**config.mk**
```make
export PLATFORM = sky130hd
export DESIGN_NAME = reg_sequencer
export DESIGN_NICKNAME = d
export VERILOG_FILES = /design/src/rtl/reg_sequencer_pkg.sv /design/src/rtl/reg_sequencer_decode.sv /design/src/rtl/reg_sequencer.sv
export SDC_FILE = /design/constraint.sdc
export NUM_CORES = 1
export LEC_CHECK = 0
export BUFFER_PORTS_ARGS = -buffer_cell sky130_fd_sc_hd__buf_4
export CAP_MARGIN = 20
export CELL_PAD_IN_SITES_DETAIL_PLACEMENT = 1
export CELL_PAD_IN_SITES_GLOBAL_PLACEMENT = 2
export CORE_MARGIN = 2
export CORE_UTILIZATION = 26
export CTS_CLUSTER_SIZE = 30
export DETAILED_ROUTE_END_ITERATION = 10
export GPL_ROUTABILITY_DRIVEN = 0
export GPL_TIMING_DRIVEN = 0
export PLACE_DENSITY = 0.93
export RECOVER_POWER = 25
export SYNTH_ARGS = -nofsm -noshare
export SYNTH_HDL_FRONTEND = slang
export SYNTH_SLANG_ARGS = --single-unit
```
**constraint.sdc**
```tcl
create_clock -name clk -period 3.11 [get_ports clk]
set_clock_uncertainty 0.2 [all_clocks]
set_input_delay 0.4665 -clock clk [delete_from_list [all_inputs] [get_ports clk]]
set_output_delay 0.4665 -clock clk [all_outputs]
set_load 0.01 [all_outputs]
```
**src/rtl/reg_sequencer_pkg.sv**
```systemverilog
// Shared definitions for the register-file sequencer: opcodes, FSM states,
// write-back mux encoding and the imm9 sign-extension helper.
package reg_sequencer_pkg;

  // FSM states; IDLE is encoded as zero so a cleared debug view reads IDLE.
  typedef enum logic [2:0] {
    ST_IDLE   = 3'd0,
    ST_DECODE = 3'd1,
    ST_READ   = 3'd2,
    ST_EXEC   = 3'd3,
    ST_WB     = 3'd4,
    ST_OUTP   = 3'd5
  } state_e;

  // Opcodes in instr[15:12]. 1..7 are ALU ops and A..E are illegal.
  localparam logic [3:0] OP_MOV = 4'h0;
  localparam logic [3:0] OP_LDI = 4'h8;
  localparam logic [3:0] OP_OUT = 4'h9;
  localparam logic [3:0] OP_NOP = 4'hF;

  // Write-back mux select values.
  localparam logic [1:0] WB_SRC = 2'd0;
  localparam logic [1:0] WB_ALU = 2'd1;
  localparam logic [1:0] WB_IMM = 2'd2;

  // Sign-extend the 9-bit immediate to the 16-bit datapath width.
  function automatic logic [15:0] sext9(input logic [8:0] v);
    return {{7{v[8]}}, v};
  endfunction

endpackage

```
**src/rtl/reg_sequencer_decode.sv**
```systemverilog
// Combinational instruction classifier: turns the held instruction register
// into one-hot class flags, the write-protection flag, alu_op and imm.
module reg_seq_decode
  import reg_sequencer_pkg::*;
#(
  parameter bit PROTECT_CONST = 1'b1
) (
  input  logic [15:0] ir,
  output logic        is_mov,
  output logic        is_alu,
  output logic        is_ldi,
  output logic        is_out,
  output logic        is_nop,
  output logic        illegal,
  output logic        prot,
  output logic [2:0]  alu_op,
  output logic [15:0] imm
);

  logic [3:0] op;
  logic [2:0] dst;

  assign op  = ir[15:12];
  assign dst = ir[11:9];

  // Classify the opcode; r0/r1 hold constants, so writes to them are refused.
  always_comb begin
    is_mov  = (op == OP_MOV);
    is_alu  = (op[3] == 1'b0) && (op != OP_MOV);
    is_ldi  = (op == OP_LDI);
    is_out  = (op == OP_OUT);
    is_nop  = (op == OP_NOP);
    illegal = (op >= 4'hA) && (op <= 4'hE);
    prot    = PROTECT_CONST && (dst < 3'd2) && (is_mov || is_alu || is_ldi);
    alu_op  = op[2:0];
    imm     = sext9(ir[8:0]);
  end

endmodule

```
**src/rtl/reg_sequencer.sv**
```systemverilog
// Multi-cycle sequencer for the 8x16 register file: accepts one instruction,
// steps it through DECODE/READ/EXEC/WB/OUTP and raises done or err once.
//
// Handshake: an instruction transfers on the rising edge where instr_valid
// and instr_ready are both high; instr_ready is high only in IDLE, so there
// is never more than one instruction in flight.
module reg_sequencer
  import reg_sequencer_pkg::*;
#(
  parameter int ALU_TIMEOUT   = 16,
  parameter bit PROTECT_CONST = 1'b1
) (
  input  logic        clk,
  input  logic        rst,
  input  logic        instr_valid,
  input  logic [15:0] instr,
  output logic        instr_ready,
  output logic [2:0]  rf_src_sel,
  output logic [2:0]  rf_dst_sel,
  output logic        rf_in_en,
  output logic        rf_out_en,
  output logic [1:0]  wb_sel,
  output logic [15:0] imm,
  output logic        alu_start,
  output logic [2:0]  alu_op,
  input  logic        alu_done,
  output logic        busy,
  output logic        done,
  output logic        err,
  output state_e      state_dbg
);

  localparam int CNT_W = (ALU_TIMEOUT > 1) ? $clog2(ALU_TIMEOUT) : 1;
  localparam logic [CNT_W-1:0] CNT_LAST = CNT_W'(ALU_TIMEOUT - 1);

  state_e           state;
  logic [15:0]      ir;
  logic [CNT_W-1:0] cnt;

  logic        is_mov, is_alu, is_ldi, is_out, is_nop, illegal, prot;
  logic [2:0]  dec_alu_op;
  logic [15:0] dec_imm;

  reg_seq_decode #(.PROTECT_CONST(PROTECT_CONST)) u_decode (
    .ir      (ir),
    .is_mov  (is_mov),
    .is_alu  (is_alu),
    .is_ldi  (is_ldi),
    .is_out  (is_out),
    .is_nop  (is_nop),
    .illegal (illegal),
    .prot    (prot),
    .alu_op  (dec_alu_op),
    .imm     (dec_imm)
  );

  // State, instruction register and EXEC timeout counter.
  always_ff @(posedge clk) begin
    if (rst) begin
      state <= ST_IDLE;
      ir    <= '0;
      cnt   <= '0;
    end else begin
      case (state)
        ST_IDLE: begin
          if (instr_valid) begin
            ir    <= instr;
            state <= ST_DECODE;
          end
        end
        ST_DECODE: begin
          if (illegal || prot || is_nop) state <= ST_IDLE;
          else if (is_ldi)               state <= ST_WB;
          else if (is_out)               state <= ST_OUTP;
          else                           state <= ST_READ;
        end
        ST_READ: begin
          cnt <= '0;
          if (is_mov) state <= ST_WB;
          else        state <= ST_EXEC;
        end
        ST_EXEC: begin
          // The last counted cycle always aborts, so err is never followed
          // by a write-back for the same instruction.
          if (cnt == CNT_LAST) begin
            cnt   <= '0;
            state <= ST_IDLE;
          end else if (alu_done) begin
            state <= ST_WB;
          end else begin
            cnt <= cnt + 1'b1;
          end
        end
        ST_WB:   state <= ST_IDLE;
        ST_OUTP: state <= ST_IDLE;
        default: state <= ST_IDLE;
      endcase
    end
  end

  // Moore output decode from state and IR; everything is forced low in reset.
  always_comb begin
    instr_ready = 1'b0;
    rf_src_sel  = '0;
    rf_dst_sel  = '0;
    rf_in_en    = 1'b0;
    rf_out_en   = 1'b0;
    wb_sel      = WB_SRC;
    imm         = '0;
    alu_start   = 1'b0;
    alu_op      = '0;
    busy        = 1'b0;
    done        = 1'b0;
    err         = 1'b0;
    state_dbg   = ST_IDLE;
    if (!rst) begin
      state_dbg = state;
      if (state == ST_IDLE) begin
        instr_ready = 1'b1;
      end else begin
        busy       = 1'b1;
        rf_src_sel = ir[8:6];
        rf_dst_sel = ir[11:9];
        imm        = dec_imm;
        alu_op     = dec_alu_op;
      end
      case (state)
        ST_DECODE: begin
          err  = illegal || prot;
          done = is_nop && !illegal;
        end
        ST_READ: alu_start = is_alu;
        ST_EXEC: err = (cnt == CNT_LAST);
        ST_WB: begin
          rf_in_en = 1'b1;
          done     = 1'b1;
          if (is_ldi)      wb_sel = WB_IMM;
          else if (is_alu) wb_sel = WB_ALU;
          else             wb_sel = WB_SRC;
        end
        ST_OUTP: begin
          rf_out_en = 1'b1;
          done      = 1'b1;
        end
        default: ;
      endcase
    end
  end

endmodule

```
==> results of run 1 <==
-- placed cells by master, fill, tap and decap left out, drive strengths merged --
cell type and instances:
a211oi 1, a21oi 26, a31oi 1, and2 16, and3 1, buf 69
clkbuf 10, clkinvlp 1, dfxtp 23, ha 1, inv 4, mux2 1
nand2 38, nand2b 5, nand3 3, nand4 3, nand4b 2, nor2 9
nor3 5, nor3b 2, nor4 4, o21ai 5, o311ai 1, o31a 2
or2 1, or3 1, or4 1
-- worst register-to-register path, stage by stage, from the launching register on --
cell and delay [ns]:
dfxtp_1 0.40, nor3_1 0.29, and2_0 0.17, clkbuf_1 0.27, clkbuf_1 0.39, nand2_1 0.12
a21oi_1 0.13
-- worst max-delay path by stage --
stage | start | cells past startpoint | endpoint | slack (ns)
2_1_floorplan | rst | 4 | wb_sel[0] | 0.90
3_3_place_gp | rst | 6 | wb_sel[0] | 0.78
3_5_place_dp | rst | 6 | wb_sel[0] | 0.76
4_1_cts | state[2]$_SDFFE_PP0P_ | 6 | rf_src_sel[0] | 0.50
5_1_grt | state[2]$_SDFFE_PP0P_ | 6 | rf_src_sel[1] | 0.33
6_report | state[2]$_SDFFE_PP0P_ | 6 | rf_src_sel[0] | 0.51
-- cell families after synthesis --
logic type                 after synthesis  synth area share
DFF                                     23             0.360
AOI/OAI and AO/OA                       36             0.152
and+or+nand+nor                         91             0.360
adders and majority gates                1           0.00977
muxes                                    1           0.00880
buffers and inverters                   24             0.109
-- metrics by stage --
stage	util	setup WS (ns)	instances
6_report	0.386	0.510	303
5_1_grt	0.386	0.329	303
4_1_cts	0.388	0.503	303
3_5_place_dp	0.378	0.764	299
3_3_place_gp	0.378	0.778	299
2_1_floorplan	-	0.904	176
-- flip-flops by register name, summed over array words and instances, names as in the netlist --
signal,count
cnt,4
ir,16
state,3
-- power by group through the flow --
stage	registers (µW)	clock network, µW	logic (µW)
finish	326	196	148
global route	329	214	168
CTS	326	203	152
detailed placement	333	0	151
global placement	332	0	151
floorplan	328	0	90.7
-- per-layer routing --
metal | part of all wire | vias to the layer above | routed length, µm
li1 | - | 710 | -
met1 | 0.48 | 615 | 1770
met2 | 0.45 | 33 | 1680
met3 | 0.058 | 5 | 215
met4 | 0.012 | 0 | 46
met5 | 0 | - | 0
-- cell type report --
type | instances | area (µm²)
Buffer | 20 | 120
Inverter | 4 | 15.0
Clock inverter | 1 | 7.51
Sequential cell | 23 | 460
Clock buffer | 3 | 41.3
Multi-Input combinational cell | 129 | 674
Fill cell | 617 | 2900
Tap cell | 67 | 83.8
Timing Repair Buffer | 56 | 420
==> qor.yml, run 1 <==
status: "finished, final reports clean"
synth_cells: 176
max_stage_delay_ns: 0.49
drive_above_1_share: 0.326
dieArea_mm2: 0.00550
setup_viol: 0
clk_pin_slew_ns: 0.09
core_mm2: 0.00472
path_max_fanout: 10
clock-sinks: 23
worst_setup_path_start_kind: "register"
root_buffer: "clkbuf_8"
yosysTopAreaCell: "dfxtp_1"
grt_pass1_vias: 1312
cp_slowest_cell: "dfxtp_1"
ys_top_cells_by_count: "38 x nand2_1, 26 x a21oi_1, 23 x dfxtp_1"
rsz0062_at_grt: "no"
cp_num_buf_inv: 3
r2r-end: "ir[13]$_SDFFE_PP0P_"
worst_slew_pin_slew_ns: 0.541
worstHoldStart: "instr[0]"
yosys_warnings: 0
ios: 57
crit_required_ns: 2.44
ff2ff_path_depth: 6
die_w_um: 74.2
rr_startpoint: "state[2]$_SDFFE_PP0P_"
htreeDepth: 1
ys_seq_area_frac: 0.360
totalPowerFinal_uw: 670
track_usage: 0.143
cp_cell_sequence: "nor3_1 > nor2_1 > buf_2 > and2_1 > buf_4 > buf_4"
num_antenna_cells: 0
grtUsageMet2: 0.230
p_seq_frac: 0.487
cap_violations: 0
grt_overflow: 0
p_sw_uw: 202
post_drt_via_cell_ratio: 4.50
dr.pass1.iters: 4
synth_area_leaders: "dfxtp_1 36%, nand2_1 11%, a21oi_1 10%, and2_1 7.8%, buf_4 7.0%"
drc: 0
nets: 258
arrival_ns: 1.93
pwr_density_cell_mw_per_mm2: 367
area_growth_pct: 42.4
slew_viol_final: 0
grtUsageMet1: 0.192
portBuffers: 56
syn-num-nets: 197
rows: 25
grt_util_met3: 0.0339
hold_depth: 3
hold_path.class: "primary input to register"
drt_iter0_drc: 76
grt_antenna_before_repair: 0
syn_area_mm2: 0.00128
ctsLongestPathBuffers: 2
clock.fmax_mhz: 385
dpl.hpwl_mm: 2.85
cp_top_family: "simple AND/OR/NAND/NOR gates"
final_area_mm2: 0.00182
clock_latency_ns: 0.27
grt_max_degree: 15
hold_path_end: "ir[0]$_SDFFE_PP0P_"
cts_tree: "yes"
fin_setup_tns_ns: 0
end_kind: "primary output"
wl_mm: 3.71
ctsHoldBuffers: 0
synth.most_common_cell: "nand2_1"
syn_area_per_cell_um2: 7.27
internal_power_uw: 468
whs_ns: 0.231
synth_ff_type: "dfxtp_1"
combPwrFrac: 0.220
leakagePower_uw: 0.000825
pwr-share-clk: 0.293
postPlaceCellArea_mm2: 0.00178
synth_edf_count: 0
period_share: 0.836
switching_share: 0.301
relSlewSlack: 0.635
wl_per_cell_um: 12.2
grt_pass1_wl_mm: 6.18
r2r_slack_ns: 1.09
antenna_left: 0
postCtsSetupRepairBufs: 0
busiest_layer: "met2"
period_minus_slack_ns: 2.60
synthArstFlopShare: 0
cp_common_cell: "buf_4"
post_cts_resized: 0
die_h_um: 74.2
start_util: 0.271
vdd_drop_max_v: 0.000135
path_class: "register to primary output"
vias: 1363
numCtsBuffers: 3
synth_top_area_share: 0.360
ys_types: 29
hold_violations: 0
ys_seq_elements: 23
No activity file was read; power rests on OpenSTA's default activity.
==> run 2, diff against run 1 <==
--- a/config.mk
+++ b/config.mk
@@ -10,12 +10,12 @@
 export CELL_PAD_IN_SITES_DETAIL_PLACEMENT = 1
 export CELL_PAD_IN_SITES_GLOBAL_PLACEMENT = 2
 export CORE_MARGIN = 2
-export CORE_UTILIZATION = 26
+export CORE_UTILIZATION = 24
 export CTS_CLUSTER_SIZE = 30
 export DETAILED_ROUTE_END_ITERATION = 10
 export GPL_ROUTABILITY_DRIVEN = 0
 export GPL_TIMING_DRIVEN = 0
-export PLACE_DENSITY = 0.93
+export PLACE_DENSITY = 0.87
 export RECOVER_POWER = 25
 export SYNTH_ARGS = -nofsm -noshare
 export SYNTH_HDL_FRONTEND = slang
==> constraint.sdc (replaced) <==
create_clock -name clk -period 2.7 [get_ports clk]
set_clock_uncertainty 0.2 [all_clocks]
set_input_delay 0.405 -clock clk [delete_from_list [all_inputs] [get_ports clk]]
set_output_delay 0.405 -clock clk [all_outputs]
set_load 0.01 [all_outputs]
==> run 2 against run 1 <==
- worst setup slack worse by 0.28 ns
- total power is 15% higher
- highest routed layer unchanged
- first-iteration DRC count decreased by 22%
- core utilization is 3.1 points lower
- combinational power increased by 18%
- non-clock buffer count stayed put
==> qor.yml, run 2 (synthesis results as in run 1) <==
grt_pass1_vias: 1314  # was 1312
grt_max_degree: 15  # unchanged
wl_per_cell_um: 12.8  # was 12.2 µm
ctsLongestPathBuffers: 2  # unchanged
worst_slew_pin_slew_ns: 0.578  # was 0.541 ns
drc: 0  # unchanged
grt_pass1_wl_mm: 6.31  # was 6.18 mm
rsz0062_at_grt: "no"  # unchanged
num_antenna_cells: 0  # unchanged
path_max_fanout: 10  # unchanged
worst_setup_path_start_kind: "register"  # unchanged
numCtsBuffers: 3  # unchanged
internal_power_uw: 540  # was 468 µW
hold_path.class: "primary input to register"  # unchanged
leakagePower_uw: 0.000827  # was 0.000825 µW
clock_latency_ns: 0.27  # about the same
cap_violations: 0  # unchanged
drive_above_1_share: 0.326  # unchanged
arrival_ns: 1.87  # was 1.93 ns
htreeDepth: 1  # unchanged
status: "finished, final reports clean"  # unchanged
hold_violations: 0  # unchanged
nets: 258  # unchanged
combPwrFrac: 0.225  # was 0.220
pwr_density_cell_mw_per_mm2: 422  # was 367 mW/mm²
antenna_left: 0  # unchanged
whs_ns: 0.173  # was 0.231 ns
final_cell_mix: "67 x buf_4, 38 x nand2_1, 26 x a21oi_1"  # was 66 x buf_4, 38 x nand2_1, 26 x a21oi_1
period_share: 0.916
ios: 57  # unchanged
drt_iter0_drc: 59  # was 76
dieArea_mm2: 0.00593  # was 0.00550 mm²
area_growth_pct: 42.7  # was 42.4%
start_util: 0.249  # was 0.271
slew_viol_final: 0  # unchanged
grt_overflow: 0  # unchanged
grt_antenna_before_repair: 0  # unchanged
core_mm2: 0.00514  # was 0.00472 mm²
clock-sinks: 23  # unchanged
postCtsSetupRepairBufs: 0  # unchanged
post_drt_via_cell_ratio: 4.48  # was 4.50
die_h_um: 77.0  # was 74.2 µm
die_w_um: 77.0  # was 74.2 µm
final_common_cell: "buf_4"  # unchanged
relSlewSlack: 0.610  # was 0.635
ctsHoldBuffers: 0  # unchanged
portBuffers: 56  # unchanged
regMostFlops: "ir"  # unchanged
clk_pin_slew_ns: 0.09  # about the same
p_sw_uw: 232  # was 202 µW
root_buffer: "clkbuf_8"  # unchanged
p_seq_frac: 0.485  # was 0.487
dpl.hpwl_mm: 2.97  # was 2.85 mm
end_kind: "primary output"  # unchanged
largest_reg_flops: 16  # unchanged
wl_mm: 3.92  # was 3.71 mm
vias: 1372  # was 1363
clock.fmax_mhz: 404
top_regs: "ir: 16 flops, cnt: 4 flops, state: 3 flops"  # unchanged
pwr-share-clk: 0.290  # was 0.293
cts_tree: "yes"  # unchanged
setup_viol: 0  # unchanged
period_minus_slack_ns: 2.47
track_usage: 0.132  # was 0.143
post_cts_resized: 0  # unchanged
dr.pass1.iters: 4  # unchanged
rows: 26  # was 25
path_class: "register to primary output"  # unchanged
fin_setup_tns_ns: 0  # unchanged
vdd_drop_max_v: 0.000274  # was 0.000135 V
switching_share: 0.300  # was 0.301
crit_required_ns: 2.10  # was 2.44 ns
## run 2: metal layers
metal	wire (µm)	vias to the layer above	GRT usage
li1	-	708	-
met1	1800	628	0.171
met2	1890	34	0.222
met3	211	2	0.0376
met4	15	0	0.0214
met5	0	-	0
## run 2: final timing paths
kind	from	end	slack (ns)	cells after the start
setup / recovery	state[2]$_SDFFE_PP0P_	rf_src_sel[1]	0.23	6
hold / removal	instr[4]	ir[4]$_SDFFE_PP0P_	0.17	3
setup reg to reg	state[2]$_SDFFE_PP0P_	ir[13]$_SDFFE_PP0P_	0.90	5
hold reg to reg	ir[7]$_SDFFE_PP0P_	ir[7]$_SDFFE_PP0P_	0.25	2
## run 2: power groups by stage
stage                     Combinational [µW]  Sequential [µW]  Clock [µW]
after floorplan                          104              378           0
after global placement                   175              382           0
after detailed placement                 177              384           0
after CTS                                178              376         232
after global routing                     195              378         253
final                                    174              374         224
## run 2: final cells by class
class | instances | area, µm²
fillers | 686 | 3310
repair buffers | 56 | 417
plain buffers | 20 | 124
clock inverters | 1 | 7.51
inverters | 4 | 15.0
well taps | 70 | 87.6
multi-input cells | 129 | 674
clock buffers | 3 | 41.3
flip-flops and latches | 23 | 460
## run 2: metrics by stage
step | total power [µW] | util | worst slack [ns] | instances | instance area [µm²]
after global placement | 557 | 0.348 | 0.494 | 302 | 1790
after floorplan | 483 | - | 0.617 | 176 | 1280
after CTS | 786 | 0.357 | 0.180 | 306 | 1840
final | 772 | 0.355 | 0.227 | 306 | 1830
after detailed placement | 560 | 0.348 | 0.489 | 302 | 1790
after global routing | 826 | 0.355 | 0.0258 | 306 | 1830
## run 2: critical path, cell delays in order (launching register included)
cell and delay, ns:
dfxtp_1 0.48, nor3_1 0.13, nor2_1 0.32, buf_2 0.29, and2_1 0.17, buf_4 0.10
buf_4 0.10
